## src/rtl/sprite_compositor.sv

```systemverilog
// Sprite layer: hit test and sprite RAM addressing, a RAM_LAT delay line aligned with the returned
// data, priority compose over the background and sticky player collision. Define TRANSPARENT_KEY_EN for colour-key transparency.
module sprite_compositor #(
    parameter int          NUM_SPRITES = 4,
    parameter int          SPR_SIZE    = 26,
    parameter int          ADDR_W      = 13,
    parameter int          RAM_LAT     = 1,
    parameter int          ACTIVE_W    = 405,
    parameter int          ANIM_DIV    = 8,
    parameter logic [23:0] KEY_COLOR   = 24'h000000
) (
    input  logic                          Clk,
    input  logic                          Reset_n,
    input  logic [9:0]                    DrawX,
    input  logic [9:0]                    DrawY,
    input  logic                          blank,
    input  logic                          frame_start,
    input  logic [23:0]                   bg_rgb,
    input  logic [NUM_SPRITES-1:0]        spr_en,
    input  logic [10*NUM_SPRITES-1:0]     spr_x,
    input  logic [10*NUM_SPRITES-1:0]     spr_y,
    input  logic [2*NUM_SPRITES-1:0]      spr_dir,
    output logic [ADDR_W*NUM_SPRITES-1:0] spr_addr,
    input  logic [24*NUM_SPRITES-1:0]     spr_data,
    output logic [7:0]                    Red,
    output logic [7:0]                    Green,
    output logic [7:0]                    Blue,
    output logic                          collision,
    output logic                          anim_phase
);

`ifdef TRANSPARENT_KEY_EN
    localparam bit KEY_EN = 1'b1;
`else
    localparam bit KEY_EN = 1'b0;
`endif

    localparam int                CNT_W    = (ANIM_DIV > 1) ? $clog2(ANIM_DIV) : 1;
    localparam logic signed [11:0] HALF_S   = 12'(SPR_SIZE / 2);
    localparam logic signed [11:0] SIDE_MAX = 12'(SPR_SIZE - 1);

    typedef struct packed {
        logic [NUM_SPRITES-1:0] hit;
        logic                   blank;
        logic                   off;
        logic [23:0]            bg;
    } pix_t;

    pix_t                          r_s1;
    pix_t                          r_dly [RAM_LAT];
    logic [ADDR_W*NUM_SPRITES-1:0] r_addr;
    logic [23:0]                   r_rgb;
    logic                          r_collision;
    logic [CNT_W-1:0]              r_cnt;
    logic                          r_phase;

    logic [NUM_SPRITES-1:0]        w_hit;
    logic [ADDR_W*NUM_SPRITES-1:0] w_addr;
    logic signed [11:0]            w_dx [NUM_SPRITES];
    logic signed [11:0]            w_dy [NUM_SPRITES];
    logic [2:0]                    w_frame [NUM_SPRITES];
    pix_t                          w_tap;
    logic [NUM_SPRITES-1:0]        w_opaque;
    logic                          w_others;
    logic [23:0]                   w_pix;

    // Offsets are 12-bit signed so sprites hanging off the left/top edge clip cleanly.
    always_comb begin
        // NOTE: every output gets a default before the loop so no path leaves a bit unassigned (no latch).
        w_hit  = '0;
        w_addr = '0;
        for (int i = 0; i < NUM_SPRITES; i++) begin
            w_dx[i]    = $signed({2'b00, DrawX}) - ($signed({2'b00, spr_x[10*i +: 10]}) - HALF_S);
            w_dy[i]    = $signed({2'b00, DrawY}) - ($signed({2'b00, spr_y[10*i +: 10]}) - HALF_S);
            w_frame[i] = {spr_dir[2*i +: 2], r_phase};
            w_hit[i]   = spr_en[i] && (w_dx[i] >= 12'sd0) && (w_dx[i] <= SIDE_MAX)
                                   && (w_dy[i] >= 12'sd0) && (w_dy[i] <= SIDE_MAX);
            if (w_hit[i]) begin
                w_addr[ADDR_W*i +: ADDR_W] = ADDR_W'(w_dy[i]) * ADDR_W'(SPR_SIZE) + ADDR_W'(w_dx[i])
                                           + ADDR_W'(w_frame[i]) * ADDR_W'(SPR_SIZE * SPR_SIZE);
            end
        end
    end

    always_ff @(posedge Clk or negedge Reset_n) begin
        if (!Reset_n) begin
            r_s1   <= '0;
            r_addr <= '0;
            // NOTE: the delay line is reset too, so stale hits cannot leak out while the pipe refills.
            for (int k = 0; k < RAM_LAT; k++) r_dly[k] <= '0;
        end else begin
            // NOTE: sequential state uses non-blocking assignments so every stage samples pre-edge values.
            r_s1   <= '{hit: w_hit, blank: blank, off: (DrawX >= 10'(ACTIVE_W)), bg: bg_rgb};
            r_addr <= w_addr;
            r_dly[0] <= r_s1;
            for (int k = 1; k < RAM_LAT; k++) r_dly[k] <= r_dly[k-1];
        end
    end

    assign w_tap = r_dly[RAM_LAT-1];

    // Lowest channel wins: walk from the highest index down so channel 0 overwrites last.
    always_comb begin
        w_opaque = '0;
        w_others = 1'b0;
        w_pix    = w_tap.bg;
        for (int i = 0; i < NUM_SPRITES; i++)
            w_opaque[i] = w_tap.hit[i] && (!KEY_EN || (spr_data[24*i +: 24] != KEY_COLOR));
        for (int i = NUM_SPRITES - 1; i >= 0; i--)
            if (w_opaque[i]) w_pix = spr_data[24*i +: 24];
        for (int i = 1; i < NUM_SPRITES; i++)
            w_others = w_others | w_opaque[i];
        if (!w_tap.blank || w_tap.off) w_pix = '0;
    end

    always_ff @(posedge Clk or negedge Reset_n) begin
        if (!Reset_n) begin
            r_rgb       <= '0;
            r_collision <= 1'b0;
            r_cnt       <= '0;
            r_phase     <= 1'b0;
        end else begin
            r_rgb <= w_pix;
            if (w_opaque[0] && w_others) r_collision <= 1'b1;
            else if (frame_start)        r_collision <= 1'b0;
            if (frame_start) begin
                if (r_cnt == CNT_W'(ANIM_DIV - 1)) begin
                    r_cnt   <= '0;
                    r_phase <= ~r_phase;
                end else begin
                    r_cnt <= r_cnt + 1'b1;
                end
            end
        end
    end

    assign spr_addr   = r_addr;
    assign Red        = r_rgb[23:16];
    assign Green      = r_rgb[15:8];
    assign Blue       = r_rgb[7:0];
    assign collision  = r_collision;
    assign anim_phase = r_phase;

endmodule

```

## config.mk

```make
export PLATFORM = sky130hd
export DESIGN_NAME = sprite_compositor
export DESIGN_NICKNAME = d
export VERILOG_FILES = /design/src/rtl/sprite_compositor.sv
export SDC_FILE = /design/constraint.sdc
export NUM_CORES = 1
export LEC_CHECK = 0
export BUFFER_PORTS_ARGS = -buffer_cell sky130_fd_sc_hd__buf_2
export CAP_MARGIN = 5
export CORE_UTILIZATION = 41
export CTS_CLUSTER_DIAMETER = 80
export DETAILED_ROUTE_END_ITERATION = 12
export GPL_ROUTABILITY_DRIVEN = 0
export PLACE_DENSITY_LB_ADDON = 0.08
export SETUP_SLACK_MARGIN = 0.1
export SLEW_MARGIN = 15
export SYNTH_ARGS = -nofsm -noshare
export SYNTH_HDL_FRONTEND = slang
export SYNTH_SLANG_ARGS = --single-unit
```

## constraint.sdc

```tcl
create_clock -name Clk -period 9.5 [get_ports Clk]
set_input_delay 2.85 -clock Clk [delete_from_list [all_inputs] [get_ports Clk]]
set_output_delay 2.85 -clock Clk [all_outputs]
set_load 0.02 [all_outputs]
```

# [Word level (Yosys, flattened, before mapping)]
# Index checks and enable logic that the tools add are counted.
[classes] muxes=12 n_eq_ne=1 magnitude_cmp=17 multipliers=8 n_reduce_logical=21 addsub=25 bitwise=3
[ops] op="2-to-1 mux 24 bit" count=5
[ops] op="adder 13 bit" count=8
[ops] op="greater-or-equal comparator 12 x 1 -> 1 bit, second input constant" count=8
[ops] op="<= comparator 12 x 6 -> 1 bit, second input constant" count=8
[ops] op="subtractor 11 x 11 -> 12 bit" count=8
[ops] op="subtractor 10 x 4 -> 11 bit, second input constant" count=8
[ops] op="multiplier 13 x 4 -> 12 bit, second input constant" count=4
[ops] op="2-to-1 mux 13 bit" count=4
[ops] op="multiplier 3 x 8 -> 11 bit, second input constant" count=4
[ops] op="logical AND 1 bit" count=17
[ops] op="greater-or-equal comparator 10 x 9 -> 1 bit, second input constant" count=1
[ops] op="adder 3 x 1 -> 3 bit, second input constant" count=1
[ops] op="== test 3 bit, second input constant" count=1
[ops] op="2-to-1 mux 3 bit" count=1
[ops] op="2-to-1 mux 1 bit" count=2
[ops] op="OR 1 bit" count=2
[ops] op="AND reduction 2 bit" count=1
[ops] op="nonzero test 2 bit" count=1
[ops] op="zero test 1 bit" count=1
[ops] op="logical OR 1 bit" count=1
[ops] op="inverter 1 bit" count=1
[word_totals] regBits=141 output_inout_bits=78 in_bits=236 wordCells=100

# [Longest topological paths before layout]
[depth] word_depth=8 mapped_depth=29 depth_no_buf=28

# [Least setup slack after synthesis]
# OpenSTA, ideal clock, no wires.
[synth_path] kind="input -> register" startpoint="input spr_y[20]" endpoint="register r_addr[37], in the netlist spr_addr[37]" slack_ns=1.607 t_arrival_ns=7.828 cell_stages=27 setup_ns=0.066 cell_sequence="inv_1 > ha_1 > xor2_1 > ha_1 > o21ai_0 > a21oi_1 > or2_2 > clkbuf_1 > inv_1 > ha_1 > inv_1 > fa_1 > inv_1 > ha_1 > a21oi_1 > o21bai_1 > a21oi_1 > o21bai_1 > a21oi_1 > xor2_1 > fa_1 > inv_1 > ha_1 > inv_1 > or4_1 > o311ai_0 > o31a_1"
[synth_via] elab_chain_len=6 elab_cells_between_ends=10 classes_between="add/sub: 4; mul: 1; order compare: 2; mux: 1; reduce/logical: 2"
[synth_lines] element="from (decl)" line_no="21" source="input logic [10*NUM_SPRITES-1:0] spr_y,"
[synth_lines] element="subtractor 10 x 4 -> 11 bit *" line_no="74" source="w_dy[i] = $signed({2'b00, DrawY}) - ($signed({2'b00, spr_y[10*i +: 10]}) - HALF_S);"
[synth_lines] element="subtractor 11 x 11 -> 12 bit *" line_no="74"
[synth_lines] element="multiplier 13 x 4 -> 12 bit or greater-or-equal comparator 12 x 1 -> 1 bit (tied branches)" line_no="79, 77"
[synth_lines] element="adder 13 bit or logical AND 1 bit (tied branches)" line_no="79, 77"
[synth_lines] element="adder 13 bit or logical AND 1 bit (tied branches)" line_no="80, 77"
[synth_lines] element="2-to-1 mux 13 bit *" line_no="78" source="if (w_hit[i]) begin"
[synth_lines] element="named net w_addr[37]" line_no="58" source="logic [ADDR_W*NUM_SPRITES-1:0] w_addr;"
[synth_lines] element="to (signal assigned)" line_no="94" source="r_addr <= w_addr;"
[synth_lines] element="to (decl)" line_no="51" source="logic [ADDR_W*NUM_SPRITES-1:0] r_addr;"
# The timed path passes the listed nets; every way through them passes the cells marked *.
# A chain may end at the register's enable or synchronous reset.

# [Worst setup path after layout]
[layout_path] startpoint="input spr_y[30]" endpoint="register r_addr[50], in the netlist spr_addr[50]"
# The elaborated chain is that of the path after synthesis.

==> out/summary.txt <==
Status -> complete, no violations
CTS tree -> built
Minimum hold slack -> 0.343 ns
Overflow after GRT -> 0
Synth Cell Area -> 16100 sq um
RSZ-0062 raised after global routing -> false
DRC Markers -> 0
Total chip power -> 0.00864 W
Fillers -> 3803
Number of synthesized register bits -> 141
Rows -> 72
Area growth, synth to finish -> 17.0%
Pin count of the biggest net entering global routing -> 78
DRT iter0 DRCs -> 447
Clock latency on the worst-skew pair -> 0.43 ns
Post-synth top area share -> 0.219
Sequential area share after synthesis -> 0.219
Drt via density -> 5.13
DR WL/cell -> 16.9 um
Fin nets -> 2671
Post-synth EDFFs -> 0
Min Clock Period, post-route -> 7.99 ns
Clock power frac -> 0.076
Yosys cell types -> 73
CP endpoint kind -> register
Most common cell in the netlist -> ha_1
Clk slew on worst S/H paths -> 0.06 ns
Switching share of power -> 0.498
Cell Pwr Density -> 459 nW/um^2
Slew @ Worst Pin -> 1.04 ns
CP max FO -> 4
Top Family by Delay on Critical Path -> compound AO/OA/AOI/OAI gates
Setup_tns -> 0 ns
Int Power -> 0.00434 W
Drt first pass iters -> 5
Port bufs -> 313
Synth async-reset ratio -> 1.00
Peak supply drop -> 0.398 mV
Max H-tree Level -> 4
Maximum clock insertion buffer count -> 2
Die area -> 40000 sq um
Die span in y -> 200 um
Synth top cells by count -> 246 x ha_1, 199 x nor2_1, 190 x inv_1
Max_slew headroom -> 0.310
Crit path launch type -> input port
Top post-synthesis cells by area -> dfrtp_1 22%, ha_1 19%, fa_1 10%, xnor2_1 6.5%, a21oi_1 4.9%
Antenna viol nets, final -> 0
Gate power share -> 0.850
Synth warn -> 0
CP max stage cell -> a2111oi_0
Main synth FF type -> dfrtp_1
Buf+Inv Stages, Crit Path -> 4
Share of power burned in registers -> 0.073
Syn Area/Cell -> 8.93 sq um
Multi-input logic area -> 11700 sq um
Final Hold Vio Count -> 0
Postcts setup bufs -> 0
Total number of vias -> 13.6k
Path category of the worst min-delay check -> register to register
Cell Count, Final, Fillers Out -> 2648
Sink Count -> 141
Post-Syn Nets -> 2363
NetSw -> 0.00430 W
CP Data Arrival Time -> 8.26 ns
Synth Instances -> 1801
Share of layout cells above drive strength 1 -> 0.182
Crit Path Category -> input port to register
Worst-path cell chain -> buf_2, inv_1, ha_1, ha_1, nor2b_1, o21a_1, o21a_1, o311ai_1, inv_1, fa_1, inv_1, ha_1, a21oi_1, nor2_1, nor2_1, xnor2_1, fa_1, ha_1, a2111oi_0, o31ai_1, a21oi_1, xor2_1, nor3_1
Dpl hpwl -> 37800 um
Slew Viols, Final -> 0
Fmax -> 125 MHz
Final period utilization -> 0.841
CP max stage delay -> 0.70 ns
Starting Density -> 0.416
Leakage Power -> 9.52 nW
CP dominant cell by count -> ha_1
IO Pins -> 314
Placed Instances -> 2608
Gates resized, CTS repair -> 0
Number of global-route vias before repair -> 13.3k
Critical path required time -> 9.77 ns
WL final -> 44800 um
FF/Latch Area -> 3530 sq um
Core box area -> 38600 sq um
Die Width -> 200 um
All-layer global routing usage -> 0.224
Post-CTS Hold Fix Bufs -> 0
Final clock skew -> 0.0135 ns
Num CTS Buffers -> 17
Antenna violations before repair -> 17
# Max-Cap Violations -> 0
Root Buffer -> clkbuf_16
Global-route wire length before repair -> 68300 um
Leading area contributor after synthesis -> dfrtp_1
Setup violators final -> 0
## placed cells by master (no fill, tap or decap), drive strengths merged, types with 16 or more instances in the layout
master,synthesis,layout
inv,191,195
nand2,65,65
fa,80,80
xnor2,120,120
nor3,67,67
a31oi,17,17
dfrtp,141,141
nand2b,28,28
mux2i,28,28
o21a,29,29
a21o,31,31
and2,16,16
nor4,16,16
nor2b,21,21
buf,10,320
clkbuf,21,19
nor2,199,199
ha,246,246
o21ai,57,57
a21oi,160,160
xor2,84,84
o21bai,18,18
## final timing paths
| path | to | slack (ns) | from | depth (start not counted) |
|---|---|---|---|---|
| setup / recovery | spr_addr[50] | 1.51 | spr_y[30] | 23 |
| hold / removal | r_dly[2] | 0.34 | r_s1[2] | 0 |
| setup reg to reg | spr_addr[12] | 6.06 | anim_phase | 12 |
| hold reg to reg | r_dly[2] | 0.34 | r_s1[2] | 0 |
| max in group asynchronous | spr_addr[36] | 5.68 | Reset_n | 2 |
| min in group asynchronous | r_rgb[7] | 2.40 | Reset_n | 1 |
## kinds of logic after synthesis
logic type,count (synthesis),share of synthesized area
flip-flops,141,0.219
AND/OR/NAND/NOR,484,0.148
adder cells (fa/ha/maj),326,0.291
AO/OA/AOI/OAI,390,0.154
multiplexers,32,0.0202
buffers and inverters,222,0.0531
XOR/XNOR,206,0.114
## flip-flops by register name, summed over array words and instances, names as in the netlist
| register | cells |
|---|---|
| anim_phase | 1 |
| r_cnt | 3 |
| r_s1 | 30 |
| spr_addr | 52 |
| w_opaque | 4 |
| r_rgb | 24 |
| collision | 1 |
| r_dly | 26 |
## per-layer routing
metal / vias up / part of all wire / GRT usage
li1: 6845 / - / -
met4: 14 / 0.023 / 0.0715
met5: - / 0.0020 / 0
met2: 338 / 0.49 / 0.403
met1: 6337 / 0.43 / 0.264
met3: 57 / 0.057 / 0.0486
## area by class of cell
class                           count  area share
Multi-Input combinational cell   1438       0.622
Sequential cell                   141       0.187
Timing Repair Buffer              320      0.0863
Inverter                          191      0.0381
Tap cell                          518      0.0344
Clock buffer                       19      0.0235
Clock inverter                     12     0.00731
Antenna cell                        9     0.00120
## through the flow
step                      area (sq um)  setup slack, ns  utilization
after floorplan                  16100             1.61            -
after global placement           18200             1.11        0.471
after detailed placement         18200             1.06        0.471
after CTS                        18800             1.52        0.486
after global routing             18800             1.03        0.487
final                            18800             1.51        0.487
## power groups by stage
stage	Clock, W	Combinational (W)	Sequential, W
finish	0.000660	0.00734	0.000634
global route	0.000703	0.00839	0.000636
CTS	0.000680	0.00739	0.000634
detailed placement	0	0.00733	0.000645
global placement	0	0.00724	0.000644
floorplan	0	0.00598	0.000663
Note: power is estimated with default switching activity, not from simulation.
